==> config.mk <==
export PLATFORM = sky130hd
export DESIGN_NAME = lcd_view_sequencer
export DESIGN_NICKNAME = d
export VERILOG_FILES = /design/src/rtl/tamagotchi_lcd_pkg.sv /design/src/rtl/tick_gen.sv /design/src/rtl/lcd_view_sequencer.sv
export SDC_FILE = /design/constraint.sdc
export NUM_CORES = 1
export LEC_CHECK = 0
export BUFFER_PORTS_ARGS = -buffer_cell sky130_fd_sc_hd__buf_4
export CAP_MARGIN = 25
export CORE_ASPECT_RATIO = 0.7
export CORE_MARGIN = 2
export CORE_UTILIZATION = 44
export CTS_CLUSTER_DIAMETER = 50
export DETAILED_ROUTE_END_ITERATION = 16
export PLACE_DENSITY_LB_ADDON = 0.25
export SYNTH_ARGS = -nofsm -noshare
export SYNTH_HDL_FRONTEND = slang
export SYNTH_SLANG_ARGS = --single-unit
==> constraint.sdc <==
create_clock -name clk -period 4.6 [get_ports clk]
set_input_delay 0.46 -clock clk [delete_from_list [all_inputs] [get_ports clk]]
set_output_delay 0.46 -clock clk [all_outputs]
set_load 0.1 [all_outputs]
==> src/rtl/tamagotchi_lcd_pkg.sv <==
// ============================================================================
// Module      : tamagotchi_lcd_pkg
// Description : Mood/stat codes and view-state encoding shared with the LCD
//               controller's figure decoding.
// Revision    : 1.0 - initial release
// ============================================================================
`default_nettype none

package tamagotchi_lcd_pkg;

    localparam int NUM_STATS = 4;

    typedef enum logic [1:0] {
        MOOD_SAD     = 2'b00,
        MOOD_HAPPY   = 2'b01,
        MOOD_NEUTRAL = 2'b10
    } mood_e;

    // Stat codes double as rotation indices, so they stay plain 2-bit values.
    localparam logic [1:0] STAT_HEALTH = 2'b00;
    localparam logic [1:0] STAT_ENERGY = 2'b01;
    localparam logic [1:0] STAT_FOOD   = 2'b10;
    localparam logic [1:0] STAT_FUN    = 2'b11;

    typedef enum logic [0:0] {
        ST_ROTATE = 1'b0,
        ST_ALERT  = 1'b1
    } view_state_e;

    function automatic logic [1:0] stat_inc(input logic [1:0] s);
        return s + 2'd1;
    endfunction

endpackage

`default_nettype wire

==> src/rtl/tick_gen.sv <==
// ============================================================================
// Module      : tick_gen
// Description : Free-running divider giving a one-cycle strobe every TICK_DIV
//               clocks; cleared only by reset.
// Revision    : 1.0 - initial release
// ============================================================================
`default_nettype none

module tick_gen #(
    parameter int TICK_DIV = 50000000
) (
    input  logic clk,
    input  logic reset,
    output logic tick
);

    localparam int CNT_W = (TICK_DIV > 1) ? $clog2(TICK_DIV) : 1;
    localparam logic [CNT_W-1:0] CNT_LAST = CNT_W'(TICK_DIV - 1);

    logic [CNT_W-1:0] cnt_q;
    logic [CNT_W-1:0] cnt_d;
    logic             last_w;

    assign last_w = (cnt_q == CNT_LAST);
    assign cnt_d  = last_w ? '0 : cnt_q + CNT_W'(1);
    assign tick   = last_w;

    always_ff @(posedge clk) begin
        if (!reset) begin
            cnt_q <= '0;
        end else begin
            cnt_q <= cnt_d;
        end
    end

endmodule

`default_nettype wire

==> src/rtl/lcd_view_sequencer.sv <==
// ============================================================================
// Module      : lcd_view_sequencer
// Description : Derives pet mood from four stat levels, rotates the shown stat
//               each few seconds and pre-empts rotation with a timed alert view.
// Revision    : 1.0 - initial release
// ============================================================================
`default_nettype none

module lcd_view_sequencer
    import tamagotchi_lcd_pkg::*;
#(
    parameter int LEVEL_W      = 3,
    parameter int MAX_LEVEL    = 5,
    parameter int TICK_DIV     = 50000000,
    parameter int ROTATE_SEC   = 3,
    parameter int ALERT_SEC    = 5,
    parameter int SAD_THRESH   = 1,
    parameter int HAPPY_THRESH = 4
) (
    input  logic               clk,
    input  logic               reset,
    input  logic [LEVEL_W-1:0] health,
    input  logic [LEVEL_W-1:0] food,
    input  logic [LEVEL_W-1:0] energy,
    input  logic [LEVEL_W-1:0] fun,
    output logic [3:0]         select_figures,
    output logic               view_changed,
    output logic               alert
);

    localparam int SEC_MAX = (ROTATE_SEC > ALERT_SEC) ? ROTATE_SEC : ALERT_SEC;
    localparam int SEC_W   = (SEC_MAX > 1) ? $clog2(SEC_MAX) : 1;

    localparam logic [SEC_W-1:0]   ROT_LAST   = SEC_W'(ROTATE_SEC - 1);
    localparam logic [SEC_W-1:0]   ALERT_LAST = SEC_W'(ALERT_SEC - 1);
    localparam logic [LEVEL_W-1:0] LVL_MAX    = LEVEL_W'(MAX_LEVEL);
    localparam logic [LEVEL_W-1:0] LVL_SAD    = LEVEL_W'(SAD_THRESH);
    localparam logic [LEVEL_W-1:0] LVL_HAPPY  = LEVEL_W'(HAPPY_THRESH);

    // Level pipeline, indexed by stat code
    logic [LEVEL_W-1:0]   raw_w  [NUM_STATS];
    logic [LEVEL_W-1:0]   sat_w  [NUM_STATS];
    logic [LEVEL_W-1:0]   lvl_q  [NUM_STATS];
    logic [LEVEL_W-1:0]   prev_q [NUM_STATS];
    logic [NUM_STATS-1:0] dec_w;
    logic [NUM_STATS-1:0] sad_w;
    logic [NUM_STATS-1:0] happy_w;

    logic                 tick_w;
    mood_e                mood_w;
    logic [1:0]           dec_stat_w;

    // View state
    view_state_e          state_q,      state_d;
    logic [1:0]           idx_q,        idx_d;
    logic [SEC_W-1:0]     sec_q,        sec_d;
    logic [1:0]           alert_stat_q, alert_stat_d;
    logic [3:0]           sf_q,         sf_d;
    logic                 vc_q,         vc_d;
    logic [1:0]           stat_d;

    assign raw_w[STAT_HEALTH] = health;
    assign raw_w[STAT_ENERGY] = energy;
    assign raw_w[STAT_FOOD]   = food;
    assign raw_w[STAT_FUN]    = fun;

    generate
        for (genvar i = 0; i < NUM_STATS; i++) begin : g_stat
            assign sat_w[i]   = (raw_w[i] > LVL_MAX) ? LVL_MAX : raw_w[i];
            assign dec_w[i]   = (lvl_q[i] < prev_q[i]);
            assign sad_w[i]   = (lvl_q[i] <= LVL_SAD);
            assign happy_w[i] = (lvl_q[i] >= LVL_HAPPY);
        end
    endgenerate

    // prev follows lvl by one cycle, so a decrease shows as a single-cycle dec
    always_ff @(posedge clk) begin
        lvl_q <= sat_w;
        if (!reset) begin
            prev_q <= sat_w;
        end else begin
            prev_q <= lvl_q;
        end
    end

    always_comb begin
        mood_w = MOOD_NEUTRAL;
        if (|sad_w) begin
            mood_w = MOOD_SAD;
        end else if (&happy_w) begin
            mood_w = MOOD_HAPPY;
        end
    end

    always_comb begin
        dec_stat_w = STAT_FUN;
        if (dec_w[STAT_HEALTH]) begin
            dec_stat_w = STAT_HEALTH;
        end else if (dec_w[STAT_FOOD]) begin
            dec_stat_w = STAT_FOOD;
        end else if (dec_w[STAT_ENERGY]) begin
            dec_stat_w = STAT_ENERGY;
        end
    end

    tick_gen #(
        .TICK_DIV (TICK_DIV)
    ) u_tick_gen (
        .clk   (clk),
        .reset (reset),
        .tick  (tick_w)
    );

    always_comb begin
        state_d      = state_q;
        idx_d        = idx_q;
        sec_d        = sec_q;
        alert_stat_d = alert_stat_q;

        // A fresh decrease overrides any tick handling in the same cycle
        if (|dec_w) begin
            state_d      = ST_ALERT;
            alert_stat_d = dec_stat_w;
            sec_d        = '0;
        end else if (tick_w) begin
            case (state_q)
                ST_ROTATE: begin
                    if (sec_q == ROT_LAST) begin
                        idx_d = stat_inc(idx_q);
                        sec_d = '0;
                    end else begin
                        sec_d = sec_q + SEC_W'(1);
                    end
                end
                ST_ALERT: begin
                    if (sec_q == ALERT_LAST) begin
                        state_d = ST_ROTATE;
                        idx_d   = stat_inc(alert_stat_q);
                        sec_d   = '0;
                    end else begin
                        sec_d = sec_q + SEC_W'(1);
                    end
                end
                default: begin
                    state_d = ST_ROTATE;
                    sec_d   = '0;
                end
            endcase
        end

        stat_d = (state_d == ST_ALERT) ? alert_stat_d : idx_d;
        sf_d   = {mood_w, stat_d};
        vc_d   = (sf_d != sf_q);
    end

    always_ff @(posedge clk) begin
        if (!reset) begin
            state_q      <= ST_ROTATE;
            idx_q        <= STAT_HEALTH;
            sec_q        <= '0;
            alert_stat_q <= STAT_HEALTH;
            sf_q         <= {MOOD_NEUTRAL, STAT_HEALTH};
            vc_q         <= 1'b0;
        end else begin
            state_q      <= state_d;
            idx_q        <= idx_d;
            sec_q        <= sec_d;
            alert_stat_q <= alert_stat_d;
            sf_q         <= sf_d;
            vc_q         <= vc_d;
        end
    end

    assign select_figures = sf_q;
    assign view_changed   = vc_q;
    assign alert          = (state_q == ST_ALERT);

endmodule

`default_nettype wire

-- Yosys cells after proc, flatten, opt, wreduce, memory -nomap -nowiden
Cells that the tools add are included.
- bits in registers: 63
- input port bits: 14
- logic and storage cells: 70
- add/sub/neg operators: 4
- order comparisons: 16
- equality and inequality tests: 4
- multiplexer cells: 24
- bitwise operators: 2
- reductions and logical operators: 5
- operator list (operator ; number):
    $add 26x1->26 const B ; 1
    $eq 26x26->1 const B ; 1
    $mux 2 ; 11
    $mux 3 ; 6
    $ge 3x3->1 const B ; 4
    $gt 3x3->1 const B ; 4
    $le 3x1->1 const B ; 4
    $lt 3x3->1 ; 4
    $mux 12 ; 1
    $reduce_or 4->1 ; 2
    $pmux 3 s2 ; 1
    $reduce_or 5->1 ; 1
    $add 2x1->2 const B ; 2
    $mux 1 ; 4
    $ne 4x4->1 ; 1
    $pmux 2 s2 ; 1
    $reduce_and 4->1 ; 1
    $add 3x1->3 const B ; 1
    $eq 3x2->1 const B ; 1
    $eq 3x3->1 const B ; 1
    $not 1->1 ; 2
    $reduce_or 2->1 ; 1

-- Longest topological paths before layout
- word-level depth: 7
- mapped depth: 10
- gate-level depth less buffers: 9

-- Cells and area by module
A second synthesis with hierarchy kept.
- cell total of the unflattened synthesis: 323
- area total of the unflattened synthesis: 3037.9 µm²
- modules (own cells, without submodules) (module ; times used ; cells an instance ; area an instance (µm²)):
    lcd_view_sequencer ; 1 ; 181 ; 1803.0
    tick_gen ; 1 ; 142 ; 1234.9

-- Least setup slack after synthesis
Ideal clock, no wire load.
- kind: register to register
- start: reg state_q (netlist: alert)
- end: reg vc_q (netlist: view_changed)
- data arrival time: 2.208 ns
- required time: 4.471 ns
- path slack: 2.263 ns
- cell stages (with the launch flop): 9
- buffers on the path: 1
- clock period less this slack: 2.337 ns
- cell sequence: dfxtp_1 clkbuf_8 inv_1 a311oi_1 a21oi_1 o21ai_0 a311oi_1 a211oi_2 o211ai_2
- longest elaborated chain between the ends: 6
- elaborated cells between the ends (all ways): 9
- classes of those cells: 1 x eq/ne; 7 x mux; 1 x bitwise
- RTL lines (element ; line ; text):
    start, declared ; lcd_view_sequencer.sv:54 ; view_state_e state_q, state_d;
    start signal, assigned ; lcd_view_sequencer.sv:165 ; state_q <= state_d;
    $not 1->1 ; - ;
    $pmux 2 s2 ; lcd_view_sequencer.sv:126 ; case (state_q)
    $mux 2 ; lcd_view_sequencer.sv:125 ; end else if (tick_w) begin
    $mux 2 ; lcd_view_sequencer.sv:121 ; if (|dec_w) begin
    $mux 2 * ; lcd_view_sequencer.sv:151 ; stat_d = (state_d == ST_ALERT) ? alert_stat_d : idx_d;
    $ne 4x4->1 * ; lcd_view_sequencer.sv:153 ; vc_d = (sf_d != sf_q);
    end signal, assigned ; lcd_view_sequencer.sv:170 ; vc_q <= vc_d;
    end, declared ; lcd_view_sequencer.sv:59 ; logic vc_q, vc_d;
Mark *: on every way between the ends. The rest lies on a longest branch, timed or not.
A chain may end at the register's enable or synchronous reset.

-- Worst setup path in the final report
- start: reg lvl_q[2] in the netlist's numbering
- end: reg vc_q (netlist: view_changed)
- longest elaborated chain between the ends: 5
- elaborated cells between the ends (all ways): 13
- classes of those cells: 3 x order compare; 1 x eq/ne; 6 x mux; 3 x reduce/logical
- RTL lines (element ; line ; text):
    start, declared ; lcd_view_sequencer.sv:43 ; logic [LEVEL_W-1:0] lvl_q [NUM_STATS];
    start signal, assigned ; lcd_view_sequencer.sv:78 ; lvl_q <= sat_w;
    $lt 3x3->1 or $ge 3x3->1 (tied branches) ; lcd_view_sequencer.sv:70, lcd_view_sequencer.sv:72 ;
    $reduce_or 4->1 or $reduce_and 4->1 (tied branches) ; lcd_view_sequencer.sv:121, lcd_view_sequencer.sv:90 ;
    $mux 2, or another cell as far along ; lcd_view_sequencer.sv:121 ;
    $mux 2, on equally long branches ; lcd_view_sequencer.sv:151, lcd_view_sequencer.sv:88 ;
    $ne 4x4->1 * ; lcd_view_sequencer.sv:153 ;
Marked as above.

==> impl_metrics.env <==
export IMPL_run_status="finished, final reports clean"
export IMPL_crit_path_max_incr_delay_ns=0.50
export IMPL_whs_endpoint="lvl_q[8]"
export IMPL_highest_clock_rate_mhz=393
export IMPL_wl_um=5600
export IMPL_worst_hold_path_num_cells=1
export IMPL_pwr_density_cell_nw_per_um2=374
export IMPL_r2r_slack_ns=2.06
export IMPL_cts_tree="done"
export IMPL_worst_r2r_startpoint="lvl_q[2]"
export IMPL_grt_antenna_before_repair=0
export IMPL_cap_viol_max_count=0
export IMPL_critical_path_top_delay_family="compound AO/OA/AOI/OAI gates"
export IMPL_peakVddDrop_mv=0.200
export IMPL_root_buffer_cell="clkbuf_8"
export IMPL_synth_edff_count=0
export IMPL_dpl_hpwl_um=4070
export IMPL_post_cts_buffers=0
export IMPL_synth_async_sr_flop_share_pct=0
export IMPL_antenna_violating_nets_post_route=0
export IMPL_grt_overflow=0
export IMPL_drive_gt1_share_pct=16.7
export IMPL_final_setup_viol_count=0
export IMPL_pleak_nw=1.22
export IMPL_post_synth_top_count_cell="dfxtp_1"
export IMPL_hold_buf_cts=0
export IMPL_groute_usage_overall_pct=17.1
export IMPL_r2r_end="view_changed"
export IMPL_yosysSeqAreaShare_pct=43.4
export IMPL_worstSetupStartpointType="flop"
export IMPL_critical_path_required_ns=4.82
export IMPL_wire_length_of_the_first_global_routing_pass_um=9690
export IMPL_postCtsResizedCells=0
export IMPL_fp_dieH_um=72.0
export IMPL_worstSkewPairLatency_ns=0.34
export IMPL_worst_path_max_fanout=5
export IMPL_numCtsBuffers=9
export IMPL_wl_per_cell_um=13.3
export IMPL_master_of_the_slowest_instance_on_the_critical_path="o21ai_0"
export IMPL_tritoncts_num_sinks=63
export IMPL_yosys_register_bits=63
export IMPL_grt_max_degree=25
export IMPL_worst_hold_path_type="primary input to flop"
export IMPL_finalMaxSlewViolations=0
export IMPL_syn_to_final_growth_pct=12.8
export IMPL_timing_worst_slew_pin_value_ns=0.838
export IMPL_synth_yosys_warnings=0
export IMPL_crit_arrival_ns=2.76
export IMPL_gp_congestion=0.865
export IMPL_detail_route_first_pass_iterations=4
export IMPL_post_route_min_period_ns=2.54
export IMPL_portBuffers=19
export IMPL_synth_cell_area_um2=2910
export IMPL_fill_cells=604
export IMPL_criticalPathCategory="flop to flop"
export IMPL_antennaDiodeCount=0
export IMPL_std_cell_core_area_um2=6310
export IMPL_floorplan_die_area_um2=7280
export IMPL_synth_cell_type_count=49
export IMPL_worstPathCellList="ha_1 -> nand2_1 -> o21ai_0 -> nand4_1 -> o41ai_2 -> nor3_1 -> o2111ai_1 -> o211ai_2"
export IMPL_setup_tns_final_ns=0
export IMPL_ff2ff_path_depth=8
export IMPL_nets=365
export IMPL_post_synth_most_frequent_cells="63 x dfxtp_1, 38 x nor2_1, 27 x nand2_1, 17 x a21oi_1, 16 x inv_1"
export IMPL_finalHoldViolations=0
export IMPL_first_global_vias=2041
export IMPL_netlist_top_cells_area="dfxtp_1 43%, ha_1 5.6%, nor2_1 4.9%"
export IMPL_cts_reportedPaths_clkPinSlew_ns=0.07
export IMPL_net_count_synth=347
export IMPL_synthFlopType="dfxtp_1"
export IMPL_initial_utilization_pct=46.1
export IMPL_drt_first_iter_violations=162
export IMPL_syn_mean_instance_area_um2=9.08
export IMPL_postLayoutCoreUtil_pct=52.0
export IMPL_io_pin_count=20
export IMPL_num_vias=2226
export IMPL_final_min_period_over_clock_period_pct=55.3
export IMPL_slew_headroom_pct=44.0
export IMPL_cts_path_max_buffers=2
export IMPL_synth_top_area_cell="dfxtp_1"
export IMPL_fin_worst_skew_ns=0.00637
export IMPL_yosysTopAreaCellShare_pct=43.4
export IMPL_worst_hold_launch="energy[2]"
export IMPL_cts_htree_levels=3
export IMPL_crit_path_capture_type="flop"
export IMPL_rsz0062_at_grt="no"
export IMPL_path_buf_inv=0
export IMPL_die_width_um=101
export IMPL_remaining_drc_errors=0
export IMPL_syn_inst=320
export IMPL_row_count=24
export IMPL_drt_vias_per_instance=5.30
[logic make-up (layout without fill, tap and decap cells)]
| group | Yosys count | count (layout) | share of synthesized area (%) |
|---|---|---|---|
| and+or+nand+nor | 125 | 125 | 21.7 |
| AOI/OAI and AO/OA | 52 | 52 | 12.4 |
| adders and majority gates | 13 | 13 | 5.60 |
| xor gates and xnor gates | 25 | 25 | 7.54 |
| buffers and inverters | 29 | 51 | 4.39 |
| muxes | 13 | 13 | 5.00 |
| DFF | 63 | 63 | 43.4 |
[through the flow]
stage / instances / area (µm²) / hold slack, ns / worst slack, ns / total power, mW
2_1_floorplan: 320 / 2910 / 0.430 / 2.26 / 0.720
3_3_place_gp: 405 / 3080 / 0.444 / 2.21 / 0.754
3_5_place_dp: 405 / 3080 / 0.454 / 2.09 / 0.758
4_1_cts: 420 / 3280 / 0.227 / 2.10 / 1.24
5_1_grt: 420 / 3280 / 0.232 / 1.89 / 1.28
6_report: 420 / 3280 / 0.240 / 2.06 / 1.23
[routing by layer]
metal	share of wire, %	track usage [%]	vias up	wire [µm]
met3	5.2	4.91	9	293
met2	40	23.5	48	2210
met4	1.8	7.66	0	102
met5	0	0	-	0
met1	53	24.7	1019	2990
li1	-	-	1150	-
[area by class of cell]
type / count / area (µm²) / area share [%]
inverter: 17 / 63.8 / 1.95
multi-input combinational: 228 / 1520 / 46.3
timing repair buffer: 19 / 143 / 4.35
sequential: 63 / 1260 / 38.5
clock buffer: 11 / 151 / 4.62
clock inverter: 4 / 45.0 / 1.37
tap: 78 / 97.6 / 2.98
[placed cells by master, fill, tap and decap left out, types with 2 or more instances in the layout]
cell type	n
a21o_1	4
a21oi_1	17
a311oi_1	2
a31oi_1	2
and2_1	3
and4_1	3
buf_4	19
clkbuf_8	11
clkinv_2	3
dfxtp_1	63
ha_1	13
inv_1	16
mux2_2	12
nand2_1	27
nand2b_1	2
nand3_1	9
nand4_1	10
nor2_1	38
nor2b_1	8
nor3_1	4
nor4_1	5
o2111ai_1	3
o21a_1	3
o21ai_0	11
o22ai_1	2
or3_1	6
xnor2_1	11
xor2_1	14
[report_power, final]
group	internal [mW]	total (mW)	switching, mW
sequential	0.572	0.588	0.0168
clock	0.274	0.481	0.207
combinational	0.0575	0.157	0.0997
[state kept, by name, indices dropped and copies added (netlist names), 2 cells and up]
| register | flops |
|---|---|
| lvl_q | 12 |
| prev_q | 12 |
| u_tick_gen.cnt_q | 26 |
| idx_q | 2 |
| select_figures | 4 |
| alert_stat_q | 2 |
| sec_q | 3 |
[worst max path at each step]
stage                   from           end  slack [ns]  cells past startpoint
detailed placement  lvl_q[2]  view_changed        2.09                      8
global route        lvl_q[2]  view_changed        1.89                      8
global placement    lvl_q[2]  view_changed        2.21                      8
CTS                 lvl_q[2]  view_changed        2.10                      8
floorplan              alert  view_changed        2.26                      8
finish              lvl_q[2]  view_changed        2.06                      8
Note: power is estimated with default switching activity, not from simulation.
